==> config.mk <==
export PLATFORM = sky130hd
export DESIGN_NAME = captcha_circles_multi
export DESIGN_NICKNAME = d
export VERILOG_FILES = /design/src/rtl/captcha_circles_multi.sv
export SDC_FILE = /design/constraint.sdc
export NUM_CORES = 2
export LEC_CHECK = 0
export ABC_AREA = 1
export BUFFER_PORTS_ARGS = -buffer_cell sky130_fd_sc_hd__buf_2
export CORE_ASPECT_RATIO = 0.75
export CORE_MARGIN = 2
export CORE_UTILIZATION = 70
export DETAILED_ROUTE_END_ITERATION = 16
export HOLD_SLACK_MARGIN = 0.06
export PLACE_DENSITY_LB_ADDON = 0.08
export SLEW_MARGIN = 20
export SYNTH_ARGS = -nofsm -noshare
export SYNTH_HDL_FRONTEND = slang
export SYNTH_SLANG_ARGS = --single-unit
==> constraint.sdc <==
create_clock -name clock -period 24.6 [get_ports clock]
set_input_delay 3.69 -clock clock [delete_from_list [all_inputs] [get_ports clock]]
set_output_delay 3.69 -clock clock [all_outputs]
set_load 0.005 [all_outputs]
==> src/rtl/captcha_circles_multi.sv <==
// Multi-round circle-click CAPTCHA: LFSR-placed circles, parallel hit testing,
// per-round timeout, wrong-click budget and registered RGB565 pixel rendering.
module captcha_circles_multi #(
  parameter int unsigned NUM_CIRCLES    = 4,
  parameter int unsigned ROUNDS         = 3,
  parameter int unsigned R_MIN          = 4,
  parameter int unsigned R_MAX          = 14,
  parameter int unsigned MAX_FAILS      = 2,
  parameter int unsigned TIMEOUT_CYCLES = 500000000
) (
  input  logic        clock,
  input  logic        reset,
  input  logic        en,
  input  logic [15:0] seed,
  input  logic        left,
  input  logic [6:0]  xpos,
  input  logic [5:0]  ypos,
  input  logic [6:0]  x,
  input  logic [5:0]  y,
  output logic        pass,
  output logic        fail,
  output logic        busy,
  output logic [2:0]  round_idx,
  output logic [15:0] pixel_data
);

  typedef enum logic [2:0] {S_IDLE, S_GEN, S_WAIT, S_CHECK, S_DONE} state_t;

  localparam int unsigned R_SPAN       = R_MAX - R_MIN + 1;
  localparam logic [15:0] LFSR_DEFAULT = 16'hACE1;

  state_t      state;
  logic [15:0] lfsr;
  logic [6:0]  cx_mem [NUM_CIRCLES];
  logic [5:0]  cy_mem [NUM_CIRCLES];
  logic [4:0]  r_mem  [NUM_CIRCLES];
  logic [2:0]  k;
  logic [2:0]  target;
  logic [6:0]  rej_cnt;
  logic [31:0] timer;
  logic [7:0]  fail_cnt;
  logic        left_q;
  logic [6:0]  click_x;
  logic [5:0]  click_y;

  logic [4:0]  cand_r;
  logic [6:0]  cand_cx;
  logic [5:0]  cand_cy;
  logic        cand_ok;
  logic        force_place;
  logic        lfsr_fb;
  logic        rise;
  logic        hit_tgt;
  logic        hit_other;
  logic [6:0]  adx;
  logic [5:0]  ady;
  logic        on_cursor;
  logic        tgt_px;
  logic        ring_px;
  logic        draw;
  logic [15:0] pix_next;

  function automatic logic [14:0] dist2(input logic [6:0] ax, input logic [5:0] ay,
                                        input logic [6:0] bx, input logic [5:0] by);
    logic signed [15:0] dx;
    logic signed [15:0] dy;
    logic signed [15:0] sum;
    dx  = $signed({9'b0, ax}) - $signed({9'b0, bx});
    dy  = $signed({10'b0, ay}) - $signed({10'b0, by});
    sum = dx * dx + dy * dy;
    return sum[14:0];
  endfunction

  function automatic logic [9:0] rsq(input logic [4:0] r);
    return {5'b0, r} * {5'b0, r};
  endfunction

  // |d2 - r*r| <= r, rearranged to stay in unsigned arithmetic
  function automatic logic in_ring(input logic [14:0] d2, input logic [4:0] r);
    return ({1'b0, d2} + {11'b0, r} >= {6'b0, rsq(r)}) &&
           ({1'b0, d2} <= {6'b0, rsq(r)} + {11'b0, r});
  endfunction

  assign lfsr_fb     = lfsr[15] ^ lfsr[13] ^ lfsr[12] ^ lfsr[10];
  assign rise        = left & ~left_q;
  assign force_place = (rej_cnt == 7'd64);

  always_comb begin
    cand_r  = 5'(R_MIN + 32'(lfsr[4:0]) % R_SPAN);
    cand_cx = lfsr[11:5];
    cand_cy = lfsr[15:10];
    cand_ok = ({2'b0, cand_r} <= cand_cx) && (cand_cx <= 7'd95 - {2'b0, cand_r}) &&
              ({1'b0, cand_r} <= cand_cy) && (cand_cy <= 6'd63 - {1'b0, cand_r});
  end

  always_comb begin
    hit_tgt   = 1'b0;
    hit_other = 1'b0;
    for (int unsigned i = 0; i < NUM_CIRCLES; i++) begin
      if (dist2(cx_mem[i], cy_mem[i], click_x, click_y) <= {5'b0, rsq(r_mem[i])}) begin
        if (3'(i) == target) hit_tgt = 1'b1;
        else                 hit_other = 1'b1;
      end
    end
  end

  always_comb begin
    adx       = (x >= xpos) ? x - xpos : xpos - x;
    ady       = (y >= ypos) ? y - ypos : ypos - y;
    on_cursor = ((x == xpos) && (ady <= 6'd1)) || ((y == ypos) && (adx <= 7'd1));
    tgt_px    = 1'b0;
    ring_px   = 1'b0;
    for (int unsigned i = 0; i < NUM_CIRCLES; i++) begin
      if (3'(i) == target) begin
        if (dist2(cx_mem[i], cy_mem[i], x, y) <= {5'b0, rsq(r_mem[i])}) tgt_px = 1'b1;
      end else if (in_ring(dist2(cx_mem[i], cy_mem[i], x, y), r_mem[i])) begin
        ring_px = 1'b1;
      end
    end
    draw = state inside {S_WAIT, S_CHECK, S_DONE};
    if (!en || state == S_IDLE) pix_next = '0;
    else if (on_cursor)         pix_next = 16'h07E0;
    else if (draw && tgt_px)    pix_next = 16'hF800;
    else if (draw && ring_px)   pix_next = 16'hFFFF;
    else                        pix_next = '0;
  end

  always_ff @(posedge clock or posedge reset) begin
    if (reset) pixel_data <= '0;
    else       pixel_data <= pix_next;
  end

  always_ff @(posedge clock or posedge reset) begin
    if (reset) begin
      state     <= S_IDLE;
      lfsr      <= LFSR_DEFAULT;
      k         <= '0;
      target    <= '0;
      rej_cnt   <= '0;
      timer     <= '0;
      fail_cnt  <= '0;
      left_q    <= 1'b0;
      click_x   <= '0;
      click_y   <= '0;
      pass      <= 1'b0;
      fail      <= 1'b0;
      busy      <= 1'b0;
      round_idx <= '0;
      for (int unsigned i = 0; i < NUM_CIRCLES; i++) begin
        cx_mem[i] <= '0;
        cy_mem[i] <= '0;
        r_mem[i]  <= '0;
      end
    end else begin
      left_q <= left;
      pass   <= 1'b0;
      fail   <= 1'b0;
      if (!en) begin
        state     <= S_IDLE;
        busy      <= 1'b0;
        round_idx <= '0;
        fail_cnt  <= '0;
        timer     <= '0;
        k         <= '0;
        rej_cnt   <= '0;
      end else begin
        case (state)
          S_IDLE: begin
            state     <= S_GEN;
            lfsr      <= (seed == 16'h0000) ? LFSR_DEFAULT : seed;
            k         <= '0;
            rej_cnt   <= '0;
            busy      <= 1'b1;
            round_idx <= '0;
            fail_cnt  <= '0;
            timer     <= '0;
          end
          S_GEN: begin
            lfsr <= {lfsr[14:0], lfsr_fb};
            if (force_place || cand_ok) begin
              for (int unsigned i = 0; i < NUM_CIRCLES; i++) begin
                if (3'(i) == k) begin
                  cx_mem[i] <= force_place ? 7'd48 : cand_cx;
                  cy_mem[i] <= force_place ? 6'd32 : cand_cy;
                  r_mem[i]  <= force_place ? 5'(R_MIN) : cand_r;
                end
              end
              rej_cnt <= '0;
              if (k == 3'(NUM_CIRCLES - 1)) begin
                target <= 3'(32'(lfsr[2:0]) % NUM_CIRCLES);
                timer  <= '0;
                state  <= S_WAIT;
              end else begin
                k <= k + 3'd1;
              end
            end else begin
              rej_cnt <= rej_cnt + 7'd1;
            end
          end
          // Expiry is checked before the click so a simultaneous edge loses
          S_WAIT: begin
            if ((TIMEOUT_CYCLES != 0) && (timer == TIMEOUT_CYCLES - 1)) begin
              fail  <= 1'b1;
              busy  <= 1'b0;
              state <= S_DONE;
            end else begin
              timer <= timer + 32'd1;
              if (rise) begin
                click_x <= xpos;
                click_y <= ypos;
                state   <= S_CHECK;
              end
            end
          end
          S_CHECK: begin
            if (hit_tgt) begin
              round_idx <= round_idx + 3'd1;
              if (round_idx == 3'(ROUNDS - 1)) begin
                pass  <= 1'b1;
                busy  <= 1'b0;
                state <= S_DONE;
              end else begin
                k       <= '0;
                rej_cnt <= '0;
                state   <= S_GEN;
              end
            end else if (hit_other) begin
              fail_cnt <= fail_cnt + 8'd1;
              if (32'(fail_cnt) + 32'd1 >= MAX_FAILS) begin
                fail  <= 1'b1;
                busy  <= 1'b0;
                state <= S_DONE;
              end else begin
                state <= S_WAIT;
              end
            end else begin
              state <= S_WAIT;
            end
          end
          S_DONE: state <= S_DONE;
          default: state <= S_IDLE;
        endcase
      end
    end
  end

endmodule
==> results.sh <==
export IMPL_outcome="complete, no violations"
export IMPL_ctsLongestPathBuffers=2
export IMPL_worstMarginPinSlew_ns=1.02
export IMPL_antenna_found_initial=10
export IMPL_dp_cells=7339
export IMPL_hp_class="reg2reg"
export IMPL_vias=40731
export IMPL_synth_net_count=7942
export IMPL_ant_nets=0
export IMPL_post_route_period_util=0.507
export IMPL_fin_util=0.732
export IMPL_crit_path_max_incr_delay_ns=0.56
export IMPL_dieArea_um2=74300
export IMPL_overflow=0
export IMPL_place_hpwl_mm=111
export IMPL_grt_pass1_wl_mm=209
export IMPL_cts_buffers=17
export IMPL_grt_pass1_vias=40642
export IMPL_htreeDepth=4
export IMPL_netlist_cell_type_count=72
export IMPL_netlist_instances=6366
export IMPL_cts_setup_buffers=0
export IMPL_path_class="in2reg"
export IMPL_netlist_area_um2=50500
export IMPL_num_rows=85
export IMPL_drv_cap=0
export IMPL_busiest_layer="met1"
export IMPL_yosysWarnings=0
export IMPL_place_area_um2=51800
export IMPL_use_met1=0.530
export IMPL_cp_common_cell="inv_1"
export IMPL_cp_slowest_cell="fa_1"
export IMPL_worstPathRequired_ns=24.95
export IMPL_wl_per_cell_um=17.1
export IMPL_ys_seq_elements=162
export IMPL_start_util=0.705
export IMPL_clk_latency_ns=0.47
export IMPL_drt_initial_drc_count=3290
export IMPL_rsz0062_at_grt="false"
export IMPL_final_cell_mix="1,679 x inv_1, 948 x nand2_1, 802 x fa_1"
export IMPL_grt_use_met2=0.514
export IMPL_grt_max_degree=97
export IMPL_cts_tree="yes"
export IMPL_gp_congestion=0.990
export IMPL_ys_flop_type="dfrtp_1"
export IMPL_synthArstFlopShare=1.00
export IMPL_viasPerCell=5.52
export IMPL_drive_gt1_frac=0.0346
export IMPL_drt_total_wl_mm=126
export IMPL_core_um2=71600
export IMPL_synthToLayoutAreaGrowth_pct=3.85
export IMPL_cts_resized=0
export IMPL_finalSetupViolCount=0
export IMPL_reg2reg_from="click_x[1]"
export IMPL_start_kind="input port"
export IMPL_synth_edf_count=0
export IMPL_cts_hold_buf=0
export IMPL_grt_use_total=0.354
export IMPL_ff2ff_path_depth=38
export IMPL_tns_ns=0
export IMPL_die_h_um=237
export IMPL_design_area_um2=52400
export IMPL_finalHoldViolations=0
export IMPL_fmax_mhz=80.2
export IMPL_avgSynthCellArea_um2=7.93
export IMPL_dr_pass1_iters=9
export IMPL_layout_commonest_cell="inv_1"
export IMPL_min_path_cells=2
export IMPL_clkTransAtPathRegs_ns=0.07
export IMPL_fin_nets=7977
export IMPL_crit_fanout=10
export IMPL_ioPinCount=68
export IMPL_numPortBuffers=67
export IMPL_skew_ns=0.0154
export IMPL_setup_worst_path_end_class="flop"
export IMPL_stdcell_count=7375
export IMPL_min_period_ns=12.47
export IMPL_slew_viol_final=0
export IMPL_die_width_um=314
export IMPL_met3_usage=0.0982
export IMPL_yosysSeqAreaShare=0.0805
export IMPL_drc=0
export IMPL_worstHoldStart="click_y[1]"
export IMPL_clock_sinks=162
export IMPL_ctsRootBufferMaster="clkbuf_16"
export IMPL_cp_arrival_ns=12.82
export IMPL_slew_headroom=0.317
export IMPL_crit_start="x[1]"
## flip-flops by register name (all words and copies together), names as in the netlist, 2 cells and up
name        flops
click_x         7
click_y         6
cx_mem         24
cy_mem         24
fail_cnt        8
k               3
lfsr           16
pixel_data      3
r_mem          20
rej_cnt         7
round_idx       3
state           3
target          2
timer          32
## worst max-delay path, delay by kind of cell
family / cells / cell delay, ns
AO/OA/AOI/OAI: 6 / 1.23
AND/OR/NAND/NOR: 14 / 1.49
XOR/XNOR: 3 / 0.94
adder cells (fa/ha/maj): 9 / 4.04
buffers and inverters: 10 / 1.40
## cells by family (layout without fill, tap and decap cells)
group,after synthesis,after routing,share of synthesized area
AOI/OAI and AO/OA,657,657,0.0765
adders and majority gates,1530,1530,0.499
muxes,3,3,0.000645
and+or+nand+nor,1973,1973,0.163
DFF,162,162,0.0805
xor gates and xnor gates,270,270,0.0473
buffers and inverters,1771,1819,0.133
other,0,4,0
## layout make-up
cell class	instances	area (um2)
clock inverter	11	119
tap	957	1200
timing repair buffer	79	425
clock buffer	21	470
multi-input combinational	4433	39700
inverter	1708	6420
sequential	162	4060
antenna	4	10.0
fill	5776	19200
## routing by layer
| layer | share of wire | wire (um) |
|---|---|---|
| met2 | 0.42 | 53000 |
| met4 | 0.019 | 2450 |
| met5 | 0.00045 | 57 |
| met3 | 0.10 | 13200 |
| met1 | 0.46 | 57500 |
## final timing paths
path,to,slack [ns]
setup / recovery,pixel_data[10],12.13
hold / removal,click_y[1],0.49
setup reg to reg,k[1],14.10
hold reg to reg,click_y[1],0.49
max in group asynchronous,click_y[5],19.73
min in group asynchronous,r_mem[8],3.40
## stage by stage
step / hold WS (ns) / setup slack (ns)
3_5_place_dp: 0.478 / 11.82
4_1_cts: 0.497 / 12.26
6_report: 0.493 / 12.13
2_1_floorplan: 0.453 / 13.20
5_1_grt: 0.511 / 11.58
3_3_place_gp: 0.466 / 11.91
## cells in the mapped netlist (30+ instances only)
| cell type | number | share of area |
|---|---|---|
| o21ai_0 | 146 | 0.014 |
| nor2_1 | 607 | 0.045 |
| o21bai_1 | 39 | 0.0058 |
| nand2_1 | 948 | 0.071 |
| nor3_1 | 73 | 0.0072 |
| inv_1 | 1680 | 0.12 |
| xnor2_1 | 108 | 0.019 |
| fa_1 | 802 | 0.32 |
| dfrtp_1 | 154 | 0.076 |
| ha_1 | 728 | 0.18 |
| clkbuf_1 | 42 | 0.0031 |
| xor2_1 | 160 | 0.028 |
| a21o_1 | 30 | 0.0045 |
| or2_2 | 38 | 0.0047 |
| nand3_1 | 150 | 0.015 |
| nand4_1 | 59 | 0.0073 |
| a21oi_1 | 284 | 0.028 |
Power is not shown: default switching activity piles up to over one toggle a cycle in this logic, so the estimate is an artifact.
